### src/rtl/complement_arb.sv
`default_nettype none
// =============================================================================
// complement_arb : two-requester round-robin arbiter feeding the shared 4-lane
// sign-magnitude to two's-complement converter. Optional: COMPLEMENT_ARB_STATS_EN
// Revision: 1.0
// =============================================================================
module complement_arb #(
  parameter int LANE_W    = 16,
  parameter int MAX_BURST = 64
) (
  input  logic                clk,
  input  logic                rst_n,
  input  logic                req0_valid,
  input  logic                req0_last,
  input  logic [3:0]          req0_sign,
  input  logic [4*LANE_W-1:0] req0_num,
  output logic                req0_ready,
  input  logic                req1_valid,
  input  logic                req1_last,
  input  logic [3:0]          req1_sign,
  input  logic [4*LANE_W-1:0] req1_num,
  output logic                req1_ready,
  output logic [3:0]          cu_sign,
  output logic [4*LANE_W-1:0] cu_num,
  input  logic [4*LANE_W-1:0] cu_result,
  output logic                out_valid,
  input  logic                out_ready,
  output logic [4*LANE_W-1:0] out_data,
  output logic                out_id,
  output logic                out_last
`ifdef COMPLEMENT_ARB_STATS_EN
  ,
  output logic [15:0]         stat_beats0,
  output logic [15:0]         stat_beats1,
  output logic [15:0]         stat_stall
`endif
);

  localparam logic [1:0] c_IDLE      = 2'd0;
  localparam logic [1:0] c_GRANT0    = 2'd1;
  localparam logic [1:0] c_GRANT1    = 2'd2;
  localparam logic [7:0] c_MAX_BURST = 8'(MAX_BURST);
  localparam int         c_DW        = 4 * LANE_W;

  logic [1:0]      state_q, state_d;
  logic [7:0]      cnt_q, cnt_d;
  logic            last_winner_q, last_winner_d;
  logic            out_valid_q, out_valid_d;
  logic [c_DW-1:0] out_data_q, out_data_d;
  logic            out_id_q, out_id_d;
  logic            out_last_q, out_last_d;

  logic       w_can_accept;
  logic       w_xfer0;
  logic       w_xfer1;
  logic       w_xfer;
  logic       w_xfer_last;
  logic       w_max_hit;
  logic       w_burst_end;
  logic [7:0] w_cnt_inc;

  // The output register accepts a new beat when empty or draining this cycle.
  assign w_can_accept = !out_valid_q || out_ready;
  assign w_xfer0      = req0_valid && req0_ready;
  assign w_xfer1      = req1_valid && req1_ready;
  assign w_xfer       = w_xfer0 || w_xfer1;
  assign w_xfer_last  = w_xfer0 ? req0_last : req1_last;
  assign w_cnt_inc    = cnt_q + 8'd1;
  assign w_max_hit    = (MAX_BURST != 0) && (w_cnt_inc == c_MAX_BURST);
  assign w_burst_end  = w_xfer && (w_xfer_last || w_max_hit);

  always_ff @(posedge clk or negedge rst_n) begin
    if (!rst_n) begin
      state_q <= c_IDLE;
    end else begin
      state_q <= state_d;
    end
  end

  always_comb begin
    state_d = state_q;
    case (state_q)
      c_IDLE: begin
        if (req0_valid && req1_valid) begin
          state_d = last_winner_q ? c_GRANT0 : c_GRANT1;
        end else if (req0_valid) begin
          state_d = c_GRANT0;
        end else if (req1_valid) begin
          state_d = c_GRANT1;
        end
      end
      c_GRANT0: begin
        if (w_burst_end) begin
          state_d = req1_valid ? c_GRANT1 : c_IDLE;
        end
      end
      c_GRANT1: begin
        if (w_burst_end) begin
          state_d = req0_valid ? c_GRANT0 : c_IDLE;
        end
      end
      default: state_d = c_IDLE;
    endcase
  end

  always_comb begin
    req0_ready = 1'b0;
    req1_ready = 1'b0;
    cu_sign    = '0;
    cu_num     = '0;
    case (state_q)
      c_GRANT0: begin
        req0_ready = w_can_accept;
        cu_sign    = req0_sign;
        cu_num     = req0_num;
      end
      c_GRANT1: begin
        req1_ready = w_can_accept;
        cu_sign    = req1_sign;
        cu_num     = req1_num;
      end
      default: ;
    endcase
  end

  always_comb begin
    out_valid_d   = out_valid_q;
    out_data_d    = out_data_q;
    out_id_d      = out_id_q;
    out_last_d    = out_last_q;
    cnt_d         = cnt_q;
    last_winner_d = last_winner_q;
    if (w_xfer) begin
      out_valid_d = 1'b1;
      out_data_d  = cu_result;
      out_id_d    = w_xfer1;
      out_last_d  = w_xfer_last;
      cnt_d       = w_cnt_inc;
    end else if (out_ready) begin
      out_valid_d = 1'b0;
    end
    // Every burst end hands the grant over (or back to IDLE), so the count restarts.
    if (w_burst_end) begin
      cnt_d         = '0;
      last_winner_d = w_xfer1;
    end
  end

  always_ff @(posedge clk or negedge rst_n) begin
    if (!rst_n) begin
      out_valid_q   <= 1'b0;
      out_data_q    <= '0;
      out_id_q      <= 1'b0;
      out_last_q    <= 1'b0;
      cnt_q         <= '0;
      last_winner_q <= 1'b1;
    end else begin
      out_valid_q   <= out_valid_d;
      out_data_q    <= out_data_d;
      out_id_q      <= out_id_d;
      out_last_q    <= out_last_d;
      cnt_q         <= cnt_d;
      last_winner_q <= last_winner_d;
    end
  end

  assign out_valid = out_valid_q;
  assign out_data  = out_data_q;
  assign out_id    = out_id_q;
  assign out_last  = out_last_q;

`ifdef COMPLEMENT_ARB_STATS_EN
  logic [15:0] stat_beats0_q, stat_beats0_d;
  logic [15:0] stat_beats1_q, stat_beats1_d;
  logic [15:0] stat_stall_q, stat_stall_d;

  always_comb begin
    stat_beats0_d = stat_beats0_q;
    stat_beats1_d = stat_beats1_q;
    stat_stall_d  = stat_stall_q;
    if (w_xfer0 && (stat_beats0_q != 16'hFFFF)) begin
      stat_beats0_d = stat_beats0_q + 16'd1;
    end
    if (w_xfer1 && (stat_beats1_q != 16'hFFFF)) begin
      stat_beats1_d = stat_beats1_q + 16'd1;
    end
    if (out_valid_q && !out_ready && (stat_stall_q != 16'hFFFF)) begin
      stat_stall_d = stat_stall_q + 16'd1;
    end
  end

  always_ff @(posedge clk or negedge rst_n) begin
    if (!rst_n) begin
      stat_beats0_q <= '0;
      stat_beats1_q <= '0;
      stat_stall_q  <= '0;
    end else begin
      stat_beats0_q <= stat_beats0_d;
      stat_beats1_q <= stat_beats1_d;
      stat_stall_q  <= stat_stall_d;
    end
  end

  assign stat_beats0 = stat_beats0_q;
  assign stat_beats1 = stat_beats1_q;
  assign stat_stall  = stat_stall_q;
`endif

endmodule
`default_nettype wire

### config.mk
export PLATFORM = sky130hd
export DESIGN_NAME = complement_arb
export DESIGN_NICKNAME = d
export VERILOG_FILES = /design/src/rtl/complement_arb.sv
export SDC_FILE = /design/constraint.sdc
export NUM_CORES = 1
export LEC_CHECK = 0
export CAP_MARGIN = 20
export CORE_AREA = 2 2 134 136
export DETAILED_ROUTE_END_ITERATION = 6
export DIE_AREA = 0 0 136 138
export GPL_ROUTABILITY_DRIVEN = 0
export GPL_TIMING_DRIVEN = 0
export PLACE_DENSITY = 0.62
export RECOVER_POWER = 25
export SLEW_MARGIN = 5
export SYNTH_ARGS = -nofsm -noshare
export SYNTH_HDL_FRONTEND = slang
export SYNTH_SLANG_ARGS = --single-unit
export TNS_END_PERCENT = 5
### constraint.sdc
create_clock -name clk -period 2.8 [get_ports clk]
set_input_delay 0.42 -clock clk [delete_from_list [all_inputs] [get_ports clk]]
set_output_delay 0.42 -clock clk [all_outputs]
set_load 0.05 [all_outputs]
==> impl_metrics.json, run 1 <==
{
  "place_area_mm2": 0.00806,
  "drt-total-wl_mm": 18.0,
  "yosysSeqAreaShare_pct": 45.2,
  "peakVddDrop_mv": 0.592,
  "drv_cap": 1,
  "cts_buffers": 9,
  "fin_setup_tns_ns": 0,
  "synthArstFlopShare_pct": 100,
  "cts_tree": "done",
  "yosys_warnings": 0,
  "p_per_area_mw_per_mm2": 1170,
  "busiest_layer": "met2",
  "grt_pass1_vias": 5104,
  "max_slew_margin_pct": -38.0,
  "vias_per_cell": 4.49,
  "cpPeakStageDelay_ns": 0.50,
  "synth_top_area_share_pct": 44.6,
  "slowest_stage": "clkdlybuf4s15_1",
  "synth_top_cell_by_area": "dfrtp_1",
  "worstSetupStartpointType": "flip-flop",
  "rsz0062_at_grt": "yes",
  "io_buffer_count": 343,
  "wl_per_cell_um": 16.1,
  "place_hpwl_mm": 14.2,
  "worstPathRequired_ns": 2.38,
  "worstSetupStartpoint": "state_q[1]$_DFFE_PN0P_",
  "fmax_mhz": 361,
  "postSynthCellCount": 526,
  "clockBufferDepth": 2,
  "antenna_found_initial": 2,
  "core_area_mm2": 0.0175,
  "first_pass_iters": 4,
  "cts_setup_buffers": 0,
  "post-route-min-period_ns": 2.77,
  "die_w_um": 136,
  "met1_usage_pct": 22.5,
  "cts-root-buf": "clkbuf_16",
  "track_usage_pct": 18.9,
  "hold_viol": 0,
  "crit_path_end_kind": "output port",
  "synth_commonest_cells": "nand2_1, dfrtp_1, nor2b_1",
  "grt_overflow": 0,
  "grt_max_degree": 41,
  "crit_path_end": "cu_num[7]",
  "crit_arrival_ns": 2.35,
  "path_clk_slew_ns": 0.06,
  "htree_num_levels": 3,
  "cp_top_family": "buffers and inverters",
  "leakagePower_nw": 3.58,
  "hold_slack_ns": 0.473,
  "setup_violations": 0,
  "cp_max_fo": 10,
  "num_rows": 49,
  "violations": "max-capacitance violations, max-slew violations",
  "drc": 0,
  "crit_buf_inv": 4,
  "ios": 344,
  "path_cells": "inv_1, ha_1, buf_6, clkbuf_1, a22oi_1, nor2b_1, clkdlybuf4s15_1",
  "worstMarginPinSlew_ns": 2.07,
  "crit_cells": 7,
  "drive_above_1_share_pct": 11.9,
  "die_area_mm2": 0.0188,
  "r2r-end": "cnt_q[6]$_DFFE_PN0P_",
  "clkLatencyLatePin_ns": 0.34,
  "status": "complete, but fails checks",
  "synth_edf_count": 0,
  "ant_nets": 0,
  "rrSetupSlack_ns": 0.47,
  "fin_nets": 1093,
  "syn_nets": 738,
  "grt_use_met3_pct": 4.84,
  "synth-main-ff-cell": "dfrtp_1",
  "worst_r2r_path_depth": 8,
  "drt_iter0_markers": 170,
  "synth_area_per_cell_um2": 8.21,
  "path_class": "reg -> out",
  "regToRegStartpoint": "state_q[0]$_DFFE_PN0P_",
  "ys_types": 36,
  "fin_crit_sh_pct": 99.0,
  "fin_util_pct": 47.2,
  "hold_class": "reg -> reg",
  "grtUsageMet2_pct": 32.5,
  "skew_ns": 0.00489,
  "grt_pass1_wl_mm": 27.8,
  "yosysMostFrequentCell": "nand2_1",
  "syn2layout_area_growth_pct": 91.5,
  "dieHeight_um": 138,
  "synth_area_leaders": "dfrtp_1, nand2_1, a22oi_1, nor2b_1, clkbuf_1",
  "synth_area_mm2": 0.00432,
  "cts.sinks": 78,
  "via_count": 5014,
  "hold_buffers": 0,
  "initial_utilization_pct": 24.6,
  "finalInstanceArea_mm2": 0.00827,
  "drv_slew": 41,
  "yosys_register_bits": 78
}
## per-stage QoR
stage,setup slack [ns],total power [mW],cells
after global placement,-1.67,8.71,1098
after global routing,-0.160,10.3,1117
final,0.0270,9.69,1117
after detailed placement,-0.428,8.74,1099
after CTS,0.000389,9.84,1115
after floorplan,0.454,6.30,526
## area by class of cell
cell class,count,area [µm²]
flip-flops and latches,78,1950
inverters,2,7.51
clock inverters,6,61.3
plain buffers,39,183
repair buffers,344,3350
diodes,2,5.00
fillers,1771,9260
well taps,229,287
clock buffers,10,229
multi-input cells,407,2190
## logic make-up after synthesis
logic type | after synthesis | share of synthesized area [%]
AOI/OAI and AO/OA | 93 | 16.3
xor gates and xnor gates | 2 | 0.406
adders and majority gates | 5 | 1.45
buffers and inverters | 41 | 4.00
DFF | 78 | 45.2
muxes | 1 | 0.348
and+or+nand+nor | 306 | 32.2
## how the worst min path moves through the flow
stage	from	endpoint	cells after the start
floorplan	rst_n	cnt_q[0]$_DFFE_PN0P_	0
global placement	out_data[50]$_DFFE_PN0P_	out_data[50]$_DFFE_PN0P_	2
detailed placement	rst_n	out_data[0]$_DFFE_PN0P_	1
CTS	rst_n	out_data[1]$_DFFE_PN0P_	1
global route	out_data[51]$_DFFE_PN0P_	out_data[51]$_DFFE_PN0P_	2
finish	out_data[37]$_DFFE_PN0P_	out_data[37]$_DFFE_PN0P_	2
## report_power, final
| part | total, mW | switching (mW) | internal (mW) |
|---|---|---|---|
| clock network | 1.15 | 0.466 | 0.689 |
| logic | 6.64 | 4.43 | 2.20 |
| registers | 1.90 | 0.267 | 1.63 |
| total | 9.69 | 5.16 | 4.52 |
## routing by layer
layer,part of all wire [%],vias up
li1,-,2463
met1,40,2308
met2,51,210
met3,6.5,33
met4,2.7,0
met5,0,-
## registers in the layout (all words and copies together), names as in the netlist
name           count
out_data          64
cnt_q              8
state_q            2
last_winner_q      1
out_id             1
out_last           1
out_valid          1
## cells in the final DEF (no fill, tap or decap), drive strengths merged
master         count
a2111oi            1
a21boi             1
a21o               3
a21oi              4
a22o               5
a22oi             68
and2               5
and3               2
buf               17
bufinv             1
clkbuf            58
clkdlybuf4s15     39
clkdlybuf4s18      2
clkdlybuf4s50    272
clkinv             3
clkinvlp           1
dfrtp             77
dfstp              1
diode              2
dlygate4sd2        5
ha                 5
inv                3
mux2               1
nand2            205
nand2b             3
nand3              3
nand4              3
nor2               7
nor2b             69
nor3               3
nor3b              2
nor4               1
nor4b              1
o21a               2
o21ai              5
o31ai              4
or3                2
xor2               2
## worst register-to-register path: stages, from the launching register on
cell and delay, ns:
dfrtp_1 0.40, inv_1 0.08, ha_1 0.20, buf_6 0.14, a22o_2 0.23, nand2_1 0.11
clkbuf_1 0.43, clkbuf_1 0.46, a22o_2 0.23
## repair_timing
action / in CTS / in global routing
hold endpoints to repair: 0 / 0
setup endpoints to repair: 70 / 63
resized for setup: 184 / 52
Note: power is estimated with default switching activity, not from simulation.
==> run 2: changes to the inputs <==
--- a/config.mk
+++ b/config.mk
@@ -5,13 +5,13 @@
 export SDC_FILE = /design/constraint.sdc
 export NUM_CORES = 1
 export LEC_CHECK = 0
-export CAP_MARGIN = 20
+export CAP_MARGIN = 10
 export CORE_AREA = 2 2 134 136
 export DETAILED_ROUTE_END_ITERATION = 6
 export DIE_AREA = 0 0 136 138
 export GPL_ROUTABILITY_DRIVEN = 0
 export GPL_TIMING_DRIVEN = 0
-export PLACE_DENSITY = 0.62
+export PLACE_DENSITY = 0.74
 export RECOVER_POWER = 25
 export SLEW_MARGIN = 5
 export SYNTH_ARGS = -nofsm -noshare
==> run 2 against run 1 <==
Effect of this change:
- the run still ends with max-capacitance violations, max-slew violations left
- design area hardly changed
- worst hold slack worse by 0.0025 ns
- clock-buffer cell count is 1 higher
- die area stayed put
- sequential cell count stayed put
- first-iteration DRC count stayed put
- largest cell class unchanged
- largest power group unchanged
==> impl_metrics.json, run 2 (synthesized netlist as in run 1, its figures left out) <==
{
  "p_int_mw": 4.55,
  "cts_tree": "done",
  "share_seq_of_total_power_pct": 19.6,
  "die_area_mm2": 0.0188,
  "setup_violations": 0,
  "p_comb_share_pct": 68.2,
  "initial_utilization_pct": 24.6,
  "cp_top_family": "buffers and inverters",
  "largest_reg_flops": 64,
  "drt_iter0_markers": 170,
  "fin_nets": 1093,
  "cp_max_fo": 10,
  "first_pass_iters": 6,
  "hold_class": "reg -> reg",
  "grt_pass1_wl_mm": 26.8,
  "dieHeight_um": 138,
  "netSwitchingFraction_pct": 53.0,
  "p_per_area_mw_per_mm2": 1170,
  "core_area_mm2": 0.0175,
  "die_w_um": 136,
  "io_buffer_count": 343,
  "cts.sinks": 78,
  "cts_buffers": 9,
  "antenna_found_initial": 2,
  "wl_per_cell_um": 15.3,
  "via_count": 4996,
  "cts-root-buf": "clkbuf_16",
  "clkLatencyLatePin_ns": 0.33,
  "skew_ns": 0.00444,
  "ant_nets": 0,
  "drv_slew": 34,
  "path_clk_slew_ns": 0.06,
  "crit_arrival_ns": 2.27,
  "syn2layout_area_growth_pct": 91.7,
  "worstPathRequired_ns": 2.38,
  "ios": 344,
  "htree_num_levels": 3,
  "grt_pass1_vias": 5091,
  "track_usage_pct": 18.1,
  "final_common_cell": "clkdlybuf4s50_1",
  "final_cell_mix": "clkdlybuf4s50_1, nand2_1, dfrtp_1",
  "crit_path_end_kind": "output port",
  "num_rows": 49,
  "fin_util_pct": 47.2,
  "design_power_total_mw": 9.68,
  "vias_per_cell": 4.47,
  "grt_max_degree": 47,
  "violations": "max-capacitance violations, max-slew violations",
  "path_class": "reg -> out",
  "switchingPower_mw": 5.14,
  "fmax_mhz": 371,
  "drc": 0,
  "leakagePower_nw": 3.58,
  "status": "complete, but fails checks",
  "post-route-min-period_ns": 2.69,
  "place_hpwl_mm": 13.6,
  "fin_setup_tns_ns": 0,
  "worstMarginPinSlew_ns": 1.69,
  "drt-total-wl_mm": 17.1,
  "p_clk_share_pct": 12.1,
  "peakVddDrop_mv": 0.658,
  "max_slew_margin_pct": -12.7,
  "grt_overflow": 0,
  "fin_crit_sh_pct": 96.1,
  "path_cells": "inv_1, ha_1, buf_6, clkbuf_1, a22oi_1, nor2b_1, buf_4",
  "clockBufferDepth": 2,
  "slowest_stage": "dfrtp_1",
  "drv_cap": 1,
  "cpPeakStageDelay_ns": 0.41,
  "drive_above_1_share_pct": 11.5,
  "rsz0062_at_grt": "yes",
  "worstSetupStartpointType": "flip-flop",
  "hold_viol": 0,
  "cts_setup_buffers": 0,
  "crit_buf_inv": 4
}
==> run 2: cell types whose count changed in the layout (fill, tap and decap cells not counted), moves of 2 or more <==
| cell | previous run | this run |
|---|---|---|
| clkdlybuf4s15_1 | 5 | 1 |
| clkbuf_2 | 29 | 25 |
| clkbuf_1 | 19 | 25 |
| dlygate4sd2_1 | 5 | 7 |
| clkdlybuf4s15_2 | 34 | 36 |
==> run 2: area by class of cell <==
type | instances | area [µm²]
Antenna cell | 2 | 5.00
Tap cell | 229 | 287
Clock buffer | 11 | 243
Inverter | 2 | 7.51
Timing Repair Buffer | 344 | 3360
Fill cell | 1716 | 9260
Multi-Input combinational cell | 407 | 2190
Buffer | 39 | 176
Clock inverter | 5 | 57.6
Sequential cell | 78 | 1950
==> run 2: worst paths after layout <==
check	depth (start not counted)	slack, ns	from	endpoint
max in group asynchronous	2	0.43	rst_n	out_data[30]$_DFFE_PN0P_
hold / removal	2	0.47	out_data[9]$_DFFE_PN0P_	out_data[9]$_DFFE_PN0P_
setup / recovery	7	0.11	state_q[0]$_DFFE_PN0P_	cu_sign[2]
min in group asynchronous	1	0.52	rst_n	out_data[60]$_DFFE_PN0P_
hold reg to reg	2	0.47	out_data[9]$_DFFE_PN0P_	out_data[9]$_DFFE_PN0P_
setup reg to reg	8	0.40	state_q[0]$_DFFE_PN0P_	cnt_q[6]$_DFFE_PN0P_
==> run 2: stage by stage <==
step | hold slack, ns | cells | instance area (µm²) | setup slack (ns)
finish | 0.470 | 1117 | 8280 | 0.108
global route | 0.487 | 1117 | 8280 | -0.0878
CTS | 0.0298 | 1115 | 8400 | 0.00112
detailed placement | 0.395 | 1099 | 8060 | -0.436
global placement | 0.458 | 1098 | 8040 | -1.58
floorplan | 0.124 | 526 | 4320 | 0.454
==> run 2: metal layers <==
metal | vias up | global-route usage, % | share of wire [%]
li1 | 2470 | - | -
met1 | 2310 | 21.6 | 40
met2 | 198 | 31.0 | 50
met3 | 18 | 4.95 | 7.5
met4 | 0 | 6.47 | 2.1
met5 | - | 0 | 0
==> run 2: repair_timing <==
| item | in CTS | in global routing |
|---|---|---|
| gates cloned | 0 | 0 |
| gates resized for setup | 176 | 46 |
| setup endpoints to repair | 70 | 53 |
| hold buffers | 0 | 0 |
==> run 2: power by group through the flow <==
stage / Sequential [mW] / Combinational [mW] / Clock [mW]
6_report: 1.90 / 6.61 / 1.17
3_5_place_dp: 1.92 / 6.80 / 0
5_1_grt: 1.97 / 7.03 / 1.27
3_3_place_gp: 1.90 / 6.75 / 0
4_1_cts: 1.90 / 6.71 / 1.22
2_1_floorplan: 3.48 / 2.83 / 0
==> run 2: worst reg2reg max path, cell delays in order (launching register included) <==
cell,delay [ns]
dfrtp_1,0.40
inv_1,0.08
ha_1,0.20
buf_6,0.15
a22o_2,0.23
nand2_1,0.10
clkbuf_1,0.46
clkbuf_1,0.49
a22o_2,0.24
